===== config.mk =====
export PLATFORM = sky130hd
export DESIGN_NAME = video_shift_sched_flat
export DESIGN_NICKNAME = d
export VERILOG_FILES = /design/src/rtl/video_shift_sched_pkg.sv /design/src/rtl/video_shift_sched_if.sv /design/src/rtl/video_shift_sched_fetch_hold.sv /design/src/rtl/video_shift_sched.sv /design/src/flat_wrapper.sv
export SDC_FILE = /design/constraint.sdc
export NUM_CORES = 1
export LEC_CHECK = 0
export ABC_CLOCK_PERIOD_IN_PS = 3200
export CAP_MARGIN = 20
export CORE_AREA = 2 2 70 52
export CTS_CLUSTER_DIAMETER = 80
export CTS_CLUSTER_SIZE = 14
export DETAILED_ROUTE_END_ITERATION = 12
export DIE_AREA = 0 0 72 54
export DONT_BUFFER_PORTS = 1
export PLACE_DENSITY = 0.74
export SLEW_MARGIN = 25
export SYNTH_ARGS = -nofsm -noshare
export SYNTH_HDL_FRONTEND = slang
export SYNTH_SLANG_ARGS = --single-unit

===== constraint.sdc =====
create_clock -name clk -period 3.2 [get_ports clk]
set_input_delay 0.64 -clock clk [delete_from_list [all_inputs] [get_ports clk]]
set_output_delay 0.64 -clock clk [all_outputs]
set_load 0.05 [all_outputs]

===== src/rtl/video_shift_sched_pkg.sv =====
// ============================================================================
// sevga_pkg : shared types and constants for the SE-VGA pixel scheduler
// Rev 1.0   : initial release
// ============================================================================
`default_nettype none

package sevga_pkg;

  typedef enum logic [1:0] {
    IDLE = 2'd0,
    FILL = 2'd1,
    RUN  = 2'd2
  } state_e;

  localparam logic [7:0] FILL_BYTE              = 8'h00;
  localparam int         DEFAULT_BYTES_PER_LINE = 64;

endpackage

`default_nettype wire


===== src/rtl/video_shift_sched_if.sv =====
// ============================================================================
// video_shift_sched_if : fetch handshake and shifter-side signals
// Optional feature macro: SEVGA_UNDERRUN_CNT_EN (adds underrunCount)
// Rev 1.0 : initial release
// ============================================================================
`default_nettype none

interface video_shift_sched_if;
  import sevga_pkg::*;

  logic       lineStart;
  logic       fetchReq;
  logic       fetchAck;
  logic [7:0] fetchData;
  logic       load;
  logic [7:0] parOut;
  logic       pixActive;
  logic       lineDone;
  logic       underrun;
`ifdef SEVGA_UNDERRUN_CNT_EN
  logic [7:0] underrunCount;
`endif

  modport master (
    input  lineStart, fetchAck, fetchData,
    output fetchReq, load, parOut, pixActive, lineDone, underrun
`ifdef SEVGA_UNDERRUN_CNT_EN
    , output underrunCount
`endif
  );

  modport slave (
    output lineStart, fetchAck, fetchData,
    input  fetchReq, load, parOut, pixActive, lineDone, underrun
`ifdef SEVGA_UNDERRUN_CNT_EN
    , input underrunCount
`endif
  );

endinterface

`default_nettype wire


===== src/rtl/video_shift_sched_fetch_hold.sv =====
// ============================================================================
// fetch_hold : single-entry prefetch register between fetch and shifter load
// Rev 1.0    : initial release
// ============================================================================
`default_nettype none

module fetch_hold (
  input  logic       clk,
  input  logic       nReset,
  input  logic       clear,
  input  logic       capture,
  input  logic       consume,
  input  logic [7:0] data_in,
  output logic       valid,
  output logic [7:0] data_out
);

  // Capture wins over consume so an ack during a fill-byte load refills hold.
  always_ff @(posedge clk or negedge nReset) begin
    if (!nReset) begin
      valid    <= 1'b0;
      data_out <= 8'h00;
    end else if (clear) begin
      valid    <= 1'b0;
    end else if (capture) begin
      valid    <= 1'b1;
      data_out <= data_in;
    end else if (consume) begin
      valid    <= 1'b0;
    end
  end

endmodule

`default_nettype wire


===== src/rtl/video_shift_sched.sv =====
// ============================================================================
// video_shift_sched : per-line byte fetch and load scheduler for piso8
// Optional feature macro: SEVGA_UNDERRUN_CNT_EN (saturating underrun counter)
// Rev 1.0 : initial release
// ============================================================================
`default_nettype none

module video_shift_sched
  import sevga_pkg::*;
#(
  parameter int BYTES_PER_LINE = DEFAULT_BYTES_PER_LINE
) (
  input  logic                 clk,
  input  logic                 nReset,
  video_shift_sched_if.master  bus
);

  localparam logic [1:0] S_IDLE     = IDLE;
  localparam logic [1:0] S_FILL     = FILL;
  localparam logic [1:0] S_RUN      = RUN;
  localparam logic [7:0] LINE_BYTES = 8'(BYTES_PER_LINE);

  logic [1:0] state;
  logic [2:0] bit_cnt;
  logic [7:0] load_cnt;
  logic [7:0] fetch_cnt;
  logic [7:0] par_q;
  logic       pix_q;
  logic       und_q;
  logic       done_q;

  logic       hold_valid;
  logic [7:0] hold_data;
  logic       fetch_req;
  logic       capture;
  logic       load;
  logic       line_end;
  logic [7:0] par_out;

  assign fetch_req = (state != S_IDLE) && !hold_valid && (fetch_cnt < LINE_BYTES);
  assign capture   = fetch_req && bus.fetchAck && !bus.lineStart;
  assign load      = (state == S_RUN) && (bit_cnt == 3'd0) && (load_cnt < LINE_BYTES);
  assign line_end  = (state == S_RUN) && (bit_cnt == 3'd0) && (load_cnt == LINE_BYTES);
  assign par_out   = load ? (hold_valid ? hold_data : FILL_BYTE) : par_q;

  fetch_hold u_hold (
    .clk      (clk),
    .nReset   (nReset),
    .clear    (bus.lineStart),
    .capture  (capture),
    .consume  (load && hold_valid),
    .data_in  (bus.fetchData),
    .valid    (hold_valid),
    .data_out (hold_data)
  );

  always_ff @(posedge clk or negedge nReset) begin
    if (!nReset) begin
      state     <= S_IDLE;
      bit_cnt   <= 3'd0;
      load_cnt  <= 8'd0;
      fetch_cnt <= 8'd0;
      pix_q     <= 1'b0;
      und_q     <= 1'b0;
      done_q    <= 1'b0;
    end else if (bus.lineStart) begin
      state     <= S_FILL;
      bit_cnt   <= 3'd0;
      load_cnt  <= 8'd0;
      fetch_cnt <= 8'd0;
      pix_q     <= 1'b0;
      und_q     <= 1'b0;
      done_q    <= 1'b0;
    end else begin
      // lineDone lands in the idle cycle right after the last pixel.
      done_q <= line_end;
      if (capture) fetch_cnt <= fetch_cnt + 8'd1;
      if (load) begin
        load_cnt <= load_cnt + 8'd1;
        pix_q    <= 1'b1;
        if (!hold_valid) und_q <= 1'b1;
      end
      case (state)
        S_IDLE: ;
        S_FILL: begin
          if (hold_valid || capture) begin
            state   <= S_RUN;
            bit_cnt <= 3'd0;
          end
        end
        S_RUN: begin
          if (line_end) begin
            state   <= S_IDLE;
            pix_q   <= 1'b0;
            bit_cnt <= 3'd0;
          end else begin
            bit_cnt <= bit_cnt + 3'd1;
          end
        end
        default: state <= S_IDLE;
      endcase
    end
  end

  always_ff @(posedge clk or negedge nReset) begin
    if (!nReset) par_q <= 8'h00;
    else if (load) par_q <= par_out;
  end

`ifdef SEVGA_UNDERRUN_CNT_EN
  logic [7:0] und_cnt;

  always_ff @(posedge clk or negedge nReset) begin
    if (!nReset) und_cnt <= 8'd0;
    else if (load && !hold_valid && (und_cnt != 8'hFF)) und_cnt <= und_cnt + 8'd1;
  end

  assign bus.underrunCount = und_cnt;
`endif

  assign bus.fetchReq  = fetch_req;
  assign bus.load      = load;
  assign bus.parOut    = par_out;
  assign bus.pixActive = pix_q;
  assign bus.lineDone  = done_q;
  assign bus.underrun  = und_q;

endmodule

`default_nettype wire


===== src/flat_wrapper.sv =====
// flat-port wrapper written by rule: the top's interface ports become plain ports
module video_shift_sched_flat import sevga_pkg::*;
#(
  parameter int BYTES_PER_LINE = DEFAULT_BYTES_PER_LINE
)
  (clk, nReset, bus_lineStart, bus_fetchAck, bus_fetchData, bus_fetchReq, bus_load, bus_parOut, bus_pixActive, bus_lineDone, bus_underrun);
  video_shift_sched_if bus_i ();
  input  logic clk;
  input  logic nReset;
  input wire logic [$bits(bus_i.lineStart)-1:0] bus_lineStart;
  input wire logic [$bits(bus_i.fetchAck)-1:0] bus_fetchAck;
  input wire logic [$bits(bus_i.fetchData)-1:0] bus_fetchData;
  output wire logic [$bits(bus_i.fetchReq)-1:0] bus_fetchReq;
  output wire logic [$bits(bus_i.load)-1:0] bus_load;
  output wire logic [$bits(bus_i.parOut)-1:0] bus_parOut;
  output wire logic [$bits(bus_i.pixActive)-1:0] bus_pixActive;
  output wire logic [$bits(bus_i.lineDone)-1:0] bus_lineDone;
  output wire logic [$bits(bus_i.underrun)-1:0] bus_underrun;
  assign bus_i.lineStart = bus_lineStart;
  assign bus_i.fetchAck = bus_fetchAck;
  assign bus_i.fetchData = bus_fetchData;
  assign bus_fetchReq = bus_i.fetchReq;
  assign bus_load = bus_i.load;
  assign bus_parOut = bus_i.parOut;
  assign bus_pixActive = bus_i.pixActive;
  assign bus_lineDone = bus_i.lineDone;
  assign bus_underrun = bus_i.underrun;
  video_shift_sched #(.BYTES_PER_LINE(BYTES_PER_LINE)) u_core (.clk(clk), .nReset(nReset), .bus(bus_i));
endmodule

======== After elaboration in Yosys (flattened, before gate mapping) ========
Index checks and enable logic that the tools add are counted.
storage, ports and cells
  output and inout bits ................... 13
  word-level logic and storage cells ...... 70
  register bits after elaboration ......... 41
  bits of input ports ..................... 12
cells by class
  muxes and demuxes ....................... 25
  equality and inequality tests ........... 7
  $lt $le $gt $ge ......................... 2
  add/subtract/negate cells ............... 3
  bitwise gates (word level) .............. 1
  reduce and logical (&&, ||, !) cells .... 22
operator list
  operator                                                              count
  8-bit 2-to-1 mux                                                      6
  8-bit by 1-bit adder with 8-bit output, second input constant         2
  8-bit by 7-bit < comparator with 1-bit output, second input constant  2
  1-bit 2-to-1 mux                                                      11
  3-bit 2-to-1 mux                                                      3
  8-bit by 7-bit == test with 1-bit output, second input constant       1
  1-bit logical AND                                                     8
  2-bit 2-to-1 mux                                                      3
  3-bit by 2-bit != test with 1-bit output, second input constant       2
  2-bit one-hot mux with 3 select lines                                 1
  3-bit one-hot mux with 2 select lines                                 1
  2-bit AND reduction                                                   3
  2-bit nonzero test                                                    3
  3-bit nonzero test                                                    2
  2-bit != test, second input constant                                  2
  3-bit by 1-bit adder with 3-bit output, second input constant         1
  3-bit zero test                                                       1
  3-bit AND reduction                                                   1
  2-bit by 1-bit == test with 1-bit output, second input constant       1
  2-bit == test, second input constant                                  1
  1-bit zero test                                                       2
  2-bit zero test                                                       1
  1-bit logical OR                                                      1
  1-bit inverter                                                        1

======== Longest topological paths before layout ========
  depth after elaboration ................. 9
  mapped depth ............................ 8
  depth with buffers taken out ............ 7

======== By module ========
Synthesis repeated with hierarchy kept, for this count alone.
second synthesis, totals
  cell total of the unflattened synthesis .. 186
  area, all modules ....................... 1981.9 sq um
modules (own cells, without submodules)
  module             area an instance (sq um)  cells each  times used
  video_shift_sched  1596.5                    164         1
  fetch_hold         385.4                     22          1

======== Least setup slack after synthesis ========
No wires, ideal clock.
  path kind ............................... register -> output
  start point ............................. register u_core.u_hold.valid
  end point ............................... output port bus_fetchReq
  arrival ................................. 2.146 ns
  path slack .............................. 0.414 ns
  cell stages (with the launch flop) ...... 3
  path through ............................ dfrtp_1 clkbuf_1 nor4_1
on the way
  word-level cells in the longest chain between the ends .. 3
RTL lines
  item                            line                                text
  start: declaration              video_shift_sched_fetch_hold.sv:14  output logic valid,
  start signal: assignment        video_shift_sched_fetch_hold.sv:21  valid <= 1'b0;
  start signal: assignment        video_shift_sched_fetch_hold.sv:24  valid <= 1'b0;
  start signal: assignment        video_shift_sched_fetch_hold.sv:26  valid <= 1'b1;
  1-bit zero test                 video_shift_sched.sv:40             assign fetch_req = (state != S_IDLE) && !hold_valid && (fetch_cnt < LINE_BYTES);
  1-bit logical AND (2 in a row)  video_shift_sched.sv:40
  end: declaration                flat_wrapper.sv:13                  output wire logic [$bits(bus_i.fetchReq)-1:0] bus_fetchReq;
No other way between the ends.

======== Final worst setup path ========
  start point ............................. register u_core.bit_cnt[0]
  end point ............................... output port bus_parOut[6]
on the way
  word-level cells in the longest chain between the ends .. 4
RTL lines
  item                            line                     text
  start: declaration              video_shift_sched.sv:24  logic [2:0] bit_cnt;
  start signal: assignment        video_shift_sched.sv:97  bit_cnt <= bit_cnt + 3'd1;
  3-bit zero test                 video_shift_sched.sv:42  assign load = (state == S_RUN) && (bit_cnt == 3'd0) && (load_cnt < LINE_BYTES);
  1-bit logical AND (2 in a row)  video_shift_sched.sv:42
  8-bit 2-to-1 mux                video_shift_sched.sv:44  assign par_out = load ? (hold_valid ? hold_data : FILL_BYTE) : par_q;
  end: declaration                flat_wrapper.sv:15       output wire logic [$bits(bus_i.parOut)-1:0] bus_parOut;
No other way between the ends.

==> impl_results.md <==
- GPL Wtd Cong: about 0.81
- DRC Markers: 0
- HPWL Detailed: roughly 2600 microns
- Slew HR: 66.92%
- RSZ-0062 raised after global routing: no
- Synth top area share: ~55%
- Critical path required time: 2.56 ns
- CP top delay family: simple AND/OR/NAND/NOR gates
- Root Buffer: clkbuf_8
- Avg Inst Size Synth: 10.24 sq um
- Max Fclk: 0.3419 GHz
- Peak supply drop: 0.0004152 V
- Fin. max-slew vios: 0
- Final Hold Fails: 0
- Starting Density: a little under three fifths
- CTS tree: built
- CTS clk-pin slew, worst paths: approximately 0.08 ns
- First-pass GRT wire length: 5782 microns
- Setup CP Type: flop to primary output
- Gr ovfl total: 0
- WL/cell: about 15 microns
- Min Clock Period, post-route: 2.925 ns
- Critical Path AT: between 2 and 2.5 ns
- Vias in the first global route: ~1,200
- Logic pwr share: 22.2%
- CTS Buf Count: 5
- Largest cells by area after synthesis: dfrtp_1 (55%), nand2_1 (6.6%), mux2_2 (4.8%)
- CP bufs+invs: 3
- Yosys warnings: 0
- Die area: 3888 sq um
- Vias: 1,313
- GRT Util Overall: 20.18%
- Reg area: roughly 1000 sq um
- Postcts setup bufs: 0
- Fill cells: 248
- Placed cell area: 2085 sq um
- Setup Skew: 0.007183 ns
- Worst Hold Slack: 0.04135 ns
- Core area: 3311 sq um
- Largest net degree at the start of global routing: 42
- Diodes inserted: 0
- Synth Flop Type: dfrtp_1
- Netlist cell types: 35
- Multi-input gate area: 803.3 sq um
- Die width: 72 microns
- Total of max-cap violations: 0
- Clock H-tree levels: 2
- Total Nets Final: approximately 210
- Routed wire length: 3540 microns
- Switch share: roughly 28%
- Site Rows: 18
- IO buf count: 0
- Die Ht: 54 microns
- I/O pin cnt: 25
- Setup crit end kind: primary output
- Post-synthesis sequential area ratio: 54.74%
- Area delta synth->final: 17.42%
- Syn Nets: 200
- Internal: 961.8 uW
- Synth area leader: dfrtp_1
- Critical Path Fanout Max: 12
- CTS Sinks: 41
- Startpoint Class: flop
- Setup TNS: 0 ns
- Fin crit share: about nine tenths
- Synth Instances: 183
- Crit-path max cell delay: 0.41 ns
- FF+latch count, synth: 41
- Status: finished, final reports clean
- Clock Latency Late Sink: 0.29 ns
- Initial DRC Count: 84
- Hold_buf cts: 0
- Ys async rst share: between 90% and 100%
- Cell area after layout: 2201 sq um
- Clock power frac: 31.7%
- PwrDens: around 600 nW/um^2
- Post-CTS sizing: 0
- Final setup vio count: 0
- CTS Buffer Depth: 2
- EDFF count, synth: 0
- Crit path cell chain: inv_1 -> ha_1 -> nor3b_1 -> nand2_1 -> inv_1 -> nand3_1 -> nand2_1 -> buf_12
- Worst hold path type: primary input to asynchronous set/reset pin
- Switching pwr: 371.2 uW
- Share of layout cells above drive strength 1: between 10% and 20%
- Remaining antenna violation count after routing: 0
- Detailed Routing Iterations Pass 1: 4
- Tightest Pin Transition: 0.4944 ns
- DR vias/cell: ~5.6
- Initial antenna violation count: 0
- Flop pwr share: 46.0%
- Syn Std Cell Area: 1874 sq um
- Slowest CP cell: dfrtp_1
- Lkg Pwr: around 1.1 nW
-- per-stage QoR --
stage               instances  utilization (%)  setup WS, ns  total power [mW]
finish                    235            66.48        0.2754             1.333
floorplan                 183                -        0.4142            0.7992
global placement          227            62.96        0.7394            0.9087
global route              235            66.48       0.06549             1.390
detailed placement        227            62.96        0.6175            0.9228
CTS                       235            66.48        0.2913             1.343
-- cells in the mapped netlist (2+ instances only) --
master / instances
xnor2_1: 7
mux2_2: 8
inv_1: 6
nand2b_1: 2
nand3_1: 13
and2_1: 2
and3_1: 2
ha_1: 5
nand2_1: 33
nor3b_1: 5
dfrtp_1: 41
nor4_1: 4
o21a_1: 2
a21oi_1: 4
clkbuf_1: 4
xor2_1: 3
nor2_1: 18
buf_2: 2
o21ai_0: 3
nor2b_1: 4
-- state kept, by name, summed over array words and instances (netlist names) --
signal and count:
u_core.fetch_cnt 8, u_core.load_cnt 8, u_core.u_hold.valid 1, u_core.bus.pixActive 1, u_core.bit_cnt 3, u_core.bus.underrun 1
u_core.state 2, u_core.par_q 8, u_core.bus.lineDone 1, u_core.u_hold.data_out 8
-- layer usage --
layer  global-route usage [%]  vias to the layer above  part of all wire (%)
met3                    5.993                        2                   4.4
met5                        0                        -                     0
met1                    25.33                      653                    45
li1                         -                      636                     -
met2                    33.64                       22                    50
met4                    7.547                        0                  0.54
-- cells by family after synthesis --
kind of cell / share of synthesized area, %
mux: 4.807
xor+xnor: 4.673
flops: 54.74
simple gates: 24.83
buf+inv: 2.736
compound gates: 4.873
fa+ha+maj: 3.338
-- cell type report --
cell class | instances | share of cell area, %
Inverter | 6 | 1.023
Tap cell | 40 | 2.274
Timing Repair Buffer | 11 | 8.300
Sequential cell | 41 | 46.62
Clock buffer | 7 | 3.923
Multi-Input combinational cell | 129 | 36.50
Clock inverter | 1 | 1.364
-- power groups by stage --
stage	Clock, mW	Sequential [mW]	Combinational, mW
6_report	0.423	0.614	0.296
5_1_grt	0.456	0.621	0.313
4_1_cts	0.430	0.614	0.299
3_5_place_dp	0	0.624	0.299
3_3_place_gp	0	0.621	0.288
2_1_floorplan	0	0.611	0.188
-- cells in the final DEF (no fill, tap or decap), drive strengths merged, types with 5 or more instances in the layout --
cell type  count
clkbuf         7
xnor2          7
nor2          19
dfrtp         41
mux2           8
inv            6
nor3b          5
buf           11
nand3         13
ha             5
nand2         33
-- worst paths after layout --
check / from / to / slack (ns) / depth (start not counted)
worst max-delay path: u_core.bit_cnt[0] / bus_parOut[6] / 0.28 / 8
worst min-delay path: nReset / u_core.u_hold.data_out[1] / 0.04 / 0
worst max register to register: u_core.u_hold.valid / u_core.u_hold.data_out[0] / 0.99 / 4
worst min register to register: u_core.par_q[7] / u_core.par_q[7] / 0.46 / 2
max in group asynchronous: nReset / u_core.fetch_cnt[3] / 3.08 / 0
min in group clk: bus_lineStart / u_core.load_cnt[5] / 0.41 / 1
Note: power is estimated with default switching activity, not from simulation.
